[src/rtl/seeg_cmd_ctrl.sv]
// Host-side command sequencer driving the sEEG controller's record/zcheck strobes.
// Define SEEG_CMD_ZCHECK_TIMEOUT_EN to give up on a zcheck after ZCHECK_TIMEOUT cycles.
module seeg_cmd_ctrl #(
    parameter int          STOP_HOLD      = 64,
    parameter logic [31:0] ZCHECK_TIMEOUT = 32'd1000000,
    parameter int          TIMER_W        = 32
) (
    input  logic               clk,
    input  logic               rstn,
    input  logic               cmd_valid,
    output logic               cmd_ready,
    input  logic [2:0]         cmd_op,
    input  logic [TIMER_W-1:0] cmd_arg,
    output logic               rsp_valid,
    output logic [1:0]         rsp_code,
    output logic               record_start,
    output logic               record_stop,
    output logic               zcheck_start,
    input  logic               zcheck_done,
    output logic               busy,
    output logic               recording
);
    localparam logic [2:0] OP_NOP       = 3'd0;
    localparam logic [2:0] OP_REC_START = 3'd1;
    localparam logic [2:0] OP_REC_STOP  = 3'd2;
    localparam logic [2:0] OP_ZCHECK    = 3'd3;
    localparam logic [2:0] OP_REC_TIMED = 3'd4;

    localparam logic [1:0] RSP_ACK     = 2'd0;
    localparam logic [1:0] RSP_REJECT  = 2'd1;
    localparam logic [1:0] RSP_DONE    = 2'd2;
    localparam logic [1:0] RSP_TIMEOUT = 2'd3;

    localparam int            SW        = $clog2(STOP_HOLD + 1);
    localparam logic [SW-1:0] STOP_LAST = SW'(STOP_HOLD - 1);

    typedef enum logic [2:0] {S_IDLE, S_REC, S_REC_TIMED, S_STOPPING, S_ZCHECK} state_t;

    state_t             state_q, state_d;
    logic [TIMER_W-1:0] cnt_q, cnt_d;
    logic [SW-1:0]      stop_cnt_q, stop_cnt_d;
    logic               zd_q;
    logic               pend_q, pend_d;
    logic [1:0]         pend_code_q, pend_code_d;
    logic               rsp_valid_d;
    logic [1:0]         rsp_code_d;
    logic               record_start_d, zcheck_start_d;
    logic               accept, done_rise, ev;
    logic [1:0]         ev_code, cmd_code;
`ifdef SEEG_CMD_ZCHECK_TIMEOUT_EN
    logic [31:0]        zt_q, zt_d;
`endif

    assign accept    = cmd_valid && cmd_ready;
    assign done_rise = zcheck_done && !zd_q;

    // A completion that coincides with an accepted command is deferred one cycle via pend_q,
    // so ready must also stay low while it is pending.
    assign cmd_ready = (state_q != S_STOPPING) && !pend_q && !(rsp_valid && rsp_code[1]);
    assign record_stop = (state_q == S_STOPPING);
    assign busy        = (state_q != S_IDLE);
    assign recording   = (state_q == S_REC) || (state_q == S_REC_TIMED);

    always_comb begin
        state_d        = state_q;
        cnt_d          = cnt_q;
        stop_cnt_d     = stop_cnt_q;
        pend_d         = 1'b0;
        pend_code_d    = pend_code_q;
        rsp_valid_d    = 1'b0;
        rsp_code_d     = RSP_ACK;
        record_start_d = 1'b0;
        zcheck_start_d = 1'b0;
        cmd_code       = RSP_REJECT;
        ev             = 1'b0;
        ev_code        = RSP_DONE;
`ifdef SEEG_CMD_ZCHECK_TIMEOUT_EN
        zt_d           = zt_q;
`endif
        case (state_q)
            S_IDLE: begin
                if (accept) begin
                    case (cmd_op)
                        OP_NOP: cmd_code = RSP_ACK;
                        OP_REC_START: begin
                            cmd_code       = RSP_ACK;
                            state_d        = S_REC;
                            record_start_d = 1'b1;
                        end
                        OP_ZCHECK: begin
                            cmd_code       = RSP_ACK;
                            state_d        = S_ZCHECK;
                            zcheck_start_d = 1'b1;
`ifdef SEEG_CMD_ZCHECK_TIMEOUT_EN
                            zt_d           = '0;
`endif
                        end
                        OP_REC_TIMED: begin
                            if (cmd_arg != '0) begin
                                cmd_code       = RSP_ACK;
                                cnt_d          = cmd_arg;
                                state_d        = S_REC_TIMED;
                                record_start_d = 1'b1;
                            end
                        end
                        default: cmd_code = RSP_REJECT;
                    endcase
                end
            end
            S_REC: begin
                if (accept) begin
                    if (cmd_op == OP_REC_STOP) begin
                        cmd_code   = RSP_ACK;
                        state_d    = S_STOPPING;
                        stop_cnt_d = '0;
                    end else if (cmd_op == OP_NOP) begin
                        cmd_code = RSP_ACK;
                    end
                end
            end
            S_REC_TIMED: begin
                if (cnt_q != '0)
                    cnt_d = cnt_q - TIMER_W'(1);
                if (cnt_q <= TIMER_W'(1)) begin
                    ev         = 1'b1;
                    ev_code    = RSP_DONE;
                    state_d    = S_STOPPING;
                    stop_cnt_d = '0;
                end
                // A stop on the final cycle wins: ACK only, the DONE is dropped.
                if (accept) begin
                    if (cmd_op == OP_REC_STOP) begin
                        cmd_code   = RSP_ACK;
                        ev         = 1'b0;
                        state_d    = S_STOPPING;
                        stop_cnt_d = '0;
                    end else if (cmd_op == OP_NOP) begin
                        cmd_code = RSP_ACK;
                    end
                end
            end
            S_STOPPING: begin
                if (stop_cnt_q == STOP_LAST)
                    state_d = S_IDLE;
                else
                    stop_cnt_d = stop_cnt_q + SW'(1);
            end
            S_ZCHECK: begin
                if (accept && cmd_op == OP_NOP)
                    cmd_code = RSP_ACK;
`ifdef SEEG_CMD_ZCHECK_TIMEOUT_EN
                if (zt_q != ZCHECK_TIMEOUT)
                    zt_d = zt_q + 32'd1;
`endif
                if (done_rise) begin
                    ev      = 1'b1;
                    ev_code = RSP_DONE;
                    state_d = S_IDLE;
                end
`ifdef SEEG_CMD_ZCHECK_TIMEOUT_EN
                else if (zt_q == ZCHECK_TIMEOUT - 32'd1) begin
                    ev      = 1'b1;
                    ev_code = RSP_TIMEOUT;
                    state_d = S_IDLE;
                end
`endif
            end
            default: state_d = S_IDLE;
        endcase

        if (pend_q) begin
            rsp_valid_d = 1'b1;
            rsp_code_d  = pend_code_q;
        end else if (accept) begin
            rsp_valid_d = 1'b1;
            rsp_code_d  = cmd_code;
            if (ev) begin
                pend_d      = 1'b1;
                pend_code_d = ev_code;
            end
        end else if (ev) begin
            rsp_valid_d = 1'b1;
            rsp_code_d  = ev_code;
        end
    end

    always_ff @(posedge clk or negedge rstn) begin
        if (!rstn) begin
            state_q      <= S_IDLE;
            cnt_q        <= '0;
            stop_cnt_q   <= '0;
            zd_q         <= 1'b0;
            pend_q       <= 1'b0;
            pend_code_q  <= RSP_ACK;
            rsp_valid    <= 1'b0;
            rsp_code     <= RSP_ACK;
            record_start <= 1'b0;
            zcheck_start <= 1'b0;
`ifdef SEEG_CMD_ZCHECK_TIMEOUT_EN
            zt_q         <= '0;
`endif
        end else begin
            state_q      <= state_d;
            cnt_q        <= cnt_d;
            stop_cnt_q   <= stop_cnt_d;
            zd_q         <= zcheck_done;
            pend_q       <= pend_d;
            pend_code_q  <= pend_code_d;
            rsp_valid    <= rsp_valid_d;
            rsp_code     <= rsp_code_d;
            record_start <= record_start_d;
            zcheck_start <= zcheck_start_d;
`ifdef SEEG_CMD_ZCHECK_TIMEOUT_EN
            zt_q         <= zt_d;
`endif
        end
    end
endmodule

[config.mk]
export PLATFORM = sky130hd
export DESIGN_NAME = seeg_cmd_ctrl
export DESIGN_NICKNAME = d
export VERILOG_FILES = /design/src/rtl/seeg_cmd_ctrl.sv
export SDC_FILE = /design/constraint.sdc
export NUM_CORES = 1
export LEC_CHECK = 0
export CAP_MARGIN = 30
export CORE_AREA = 3 3 87 89
export DETAILED_ROUTE_END_ITERATION = 8
export DIE_AREA = 0 0 90 92
export GPL_ROUTABILITY_DRIVEN = 0
export GPL_TIMING_DRIVEN = 0
export PLACE_DENSITY = 0.77
export SLEW_MARGIN = 20
export SYNTH_ARGS = -nofsm -noshare
export SYNTH_HDL_FRONTEND = slang
export SYNTH_SLANG_ARGS = --single-unit
[constraint.sdc]
create_clock -name clk -period 5.5 [get_ports clk]
set_clock_uncertainty 0.1 [all_clocks]
set_input_delay 0.825 -clock clk [delete_from_list [all_inputs] [get_ports clk]]
set_output_delay 0.825 -clock clk [all_outputs]
set_load 0.03 [all_outputs]
==> impl_metrics.toml <==
[outcome]
status = "completed"

[pwr]
total_power_mw = 1.73
p_leak_nw = 1.54
internal_power_mw = 0.940
p_clk_frac = 0.134
ir_drop_v = 0.000222
power.switching_mw = 0.794
combPwrFrac = 0.476
p_seq_frac = 0.391
p_sw_frac = 0.458
power_density_mw_per_mm2 = 423

[final_layout]
n_fill_cell = 638
final_nets = 500
fin_area_sq_mm = 0.00410
drive_gt1_frac = 0.0764
synthToLayoutAreaGrowth_pct = 20.0
n_antenna_cell = 0

[critical_path]
slowest_stage = "nor4_1"
cp_common_cell = "clkbuf_1"
slowest_delay_ps = 470
cp-end-kind = "register"
crit_arrival_ps = 3480
path_buf_inv = 3
crit_family = "buffers and inverters"
required_ps = 5610
worstSetupStartpointType = "input pin"
path_cells = "clkdlybuf4s50_1 -> nor4_1 -> and4_1 -> a21o_1 -> clkbuf_1 -> clkbuf_1 -> nor2_1 -> a221oi_1"
worst-setup-path-type = "in -> reg"
worstPathMaxFanout = 10

[placed_design]
dp_hpwl_um = 7830
port-buffer-count = 47
post-place-ws_ps = 1880
dpl-instance-area_sq_mm = 0.00401

[floorplan]
fp.dieW_um = 90
initial_core_util = 0.501
die_h_um = 92
std_cell_rows = 30
coreArea_sq_mm = 0.00683
dieArea_sq_mm = 0.00828
io_pins = 48

[synthesis]
yosysTopAreaCell = "dfrtp_1"
ys_seq_area_frac = 0.366
async_flop_share = 1.00
synth_seq_cells = 50
synthMostInstantiatedCell = "dfrtp_1"
yosysUniqueCellTypes = 67
synth.top_cell.area_share = 0.366
synth_xor_area_frac = 0.0102
synth_area_leaders = "dfrtp_1 37%, nor4_1 3.8%, nor2_1 3.7%"
synth_flop_cell = "dfrtp_1"
yosys.area_share.adder = 0.0146
yosys.area_share.simple = 0.270
synthMuxAreaShare = 0.00585
synth_top_family_by_area = "compound AO/OA/AOI/OAI gates"
synth_compound_area_frac = 0.285
syn_inst = 403
synth.cell_area_sq_mm = 0.00342
synthTopCellsByCount = "50 x dfrtp_1, 34 x nor2_1, 28 x nand2_1, 25 x a21oi_1"
synth_edf_count = 0
synth_nets = 446
syn_avg_cell_area_sq_um = 8.49
yosysWarnings = 0

[clock_network]
cts_buffers = 5
cts.htree.levels = 2
clk-insertion-delay-late_ps = 320
clockBufferDepth = 2
clkSlewWorstSetupHoldPaths_ps = 90
cts_tree = "done"
cts-root-buf = "clkbuf_8"
cts_setup_buffers = 0
holdBufCountCts = 0
numClockSinks = 50
ctsResizeCount = 0

[route]
route.detailed.drc = 0
routed_wl_um = 10900
detailroute.via_count = 3733
detail-route-antenna-nets = 0
first_iter_violations = 564
wl_per_cell_um = 19.7
dr.pass1.iters = 6
vias_per_cell = 6.74

[timing]
fin_crit_sh = 0.613
rsz0062_at_grt = "false"
worst_pin_slew_ps = 927
period_needed_ps = 3370
relSlewSlack = 0.381
max_freq_ghz = 0.297
setup_ws_ps = 2130
final-setup-viol-count = 0
slew_violations = 0
hold_viol = 0
tns_ps = 0

[grt]
grt_overflow_total = 0
grt_pass1_wl_um = 17800
grt_usage = 0.263
grt_start_max_net_pins = 51
antenna_found_initial = 0
grt_pass1_vias = 3563

[run]
cap_violations = 0

[hold_path]
min_path_type = "reg -> reg"
logic make-up (layout without fill, tap and decap cells):
| group | after synthesis | count (layout) |
|---|---|---|
| AOI/OAI and AO/OA | 135 | 135 |
| buffers and inverters | 41 | 96 |
| DFF | 50 | 50 |
| adders and majority gates | 4 | 4 |
| muxes | 2 | 2 |
| xor gates and xnor gates | 4 | 4 |
| and+or+nand+nor | 167 | 167 |
registers in the layout, indices dropped and copies added, names as in the netlist:
name	cells
record_start	1
pend_code_q	1
stop_cnt_q	7
state_q	3
cnt_q	32
rsp_code	2
rsp_valid	1
zcheck_start	1
zd_q	1
pend_q	1
final cells by class:
type	instances	area (sq um)	area share
repair buffers	47	468	0.114
clock buffers	6	82.6	0.0201
well taps	96	120	0.0293
clock inverters	2	12.5	0.00305
multi-input cells	312	2000	0.489
inverters	17	63.8	0.0156
plain buffers	24	100	0.0244
flip-flops and latches	50	1250	0.305
power by group through the flow:
stage / clock network, mW / registers, mW / logic (mW)
2_1_floorplan: 0 / 0.642 / 0.566
3_3_place_gp: 0 / 0.668 / 0.786
4_1_cts: 0.234 / 0.668 / 0.812
5_1_grt: 0.250 / 0.698 / 0.902
6_report: 0.232 / 0.678 / 0.825
3_5_place_dp: 0 / 0.674 / 0.809
per-stage QoR:
step / util / hold slack [ps] / instances
finish: 0.601 / 397 / 554
global route: 0.601 / 418 / 554
CTS: 0.601 / 406 / 554
detailed placement: 0.587 / 380 / 546
global placement: 0.587 / 361 / 546
floorplan: - / 344 / 403
cells in the final DEF (no fill, tap or decap), types with 5 or more instances in the layout:
master / count
o21ai_0: 16
o22ai_1: 8
a31oi_1: 8
o211ai_1: 9
nand3_1: 21
inv_1: 16
buf_2: 8
nor2_1: 34
nand2_1: 28
clkbuf_1: 13
or3_1: 7
nor4_1: 21
and4_1: 5
clkdlybuf4s50_1: 46
clkbuf_8: 6
o2bb2ai_1: 6
a21oi_1: 25
o31ai_1: 5
a211oi_1: 9
nor3_1: 16
dfrtp_1: 50
a21o_1: 5
nand4_1: 5
worst paths after layout:
check                                                 from  cells after the start                         end  slack (ps)
worst max-delay path                           cmd_arg[17]                      8       cnt_q[17]$_DFFE_PN0P_        2130
worst min-delay path            pend_code_q[1]$_DFFE_PN0P_                      1  pend_code_q[1]$_DFFE_PN0P_         400
worst max register to register        cnt_q[0]$_DFFE_PN0P_                      7       cnt_q[12]$_DFFE_PN0P_        2480
worst min register to register  pend_code_q[1]$_DFFE_PN0P_                      1  pend_code_q[1]$_DFFE_PN0P_         400
max in group asynchronous                             rstn                      1      state_q[1]$_DFFE_PN0P_        4410
min in group asynchronous                             rstn                      1       rsp_code[1]$_DFF_PN0_         420
metal layers:
metal,wire (um),part of all wire,GRT usage
met3,1150,0.10,0.0591
met4,439,0.040,0.112
met2,5010,0.46,0.428
met5,0,0,0
met1,4340,0.40,0.338
worst register-to-register path: stages, from the launching register on:
cell	delay, ps
dfrtp_1	430
inv_1	130
ha_1	230
nor3b_1	700
nand3_1	500
o41a_1	450
a211o_1	270
o2bb2ai_1	120
Power figures use the tool's default switching activity.
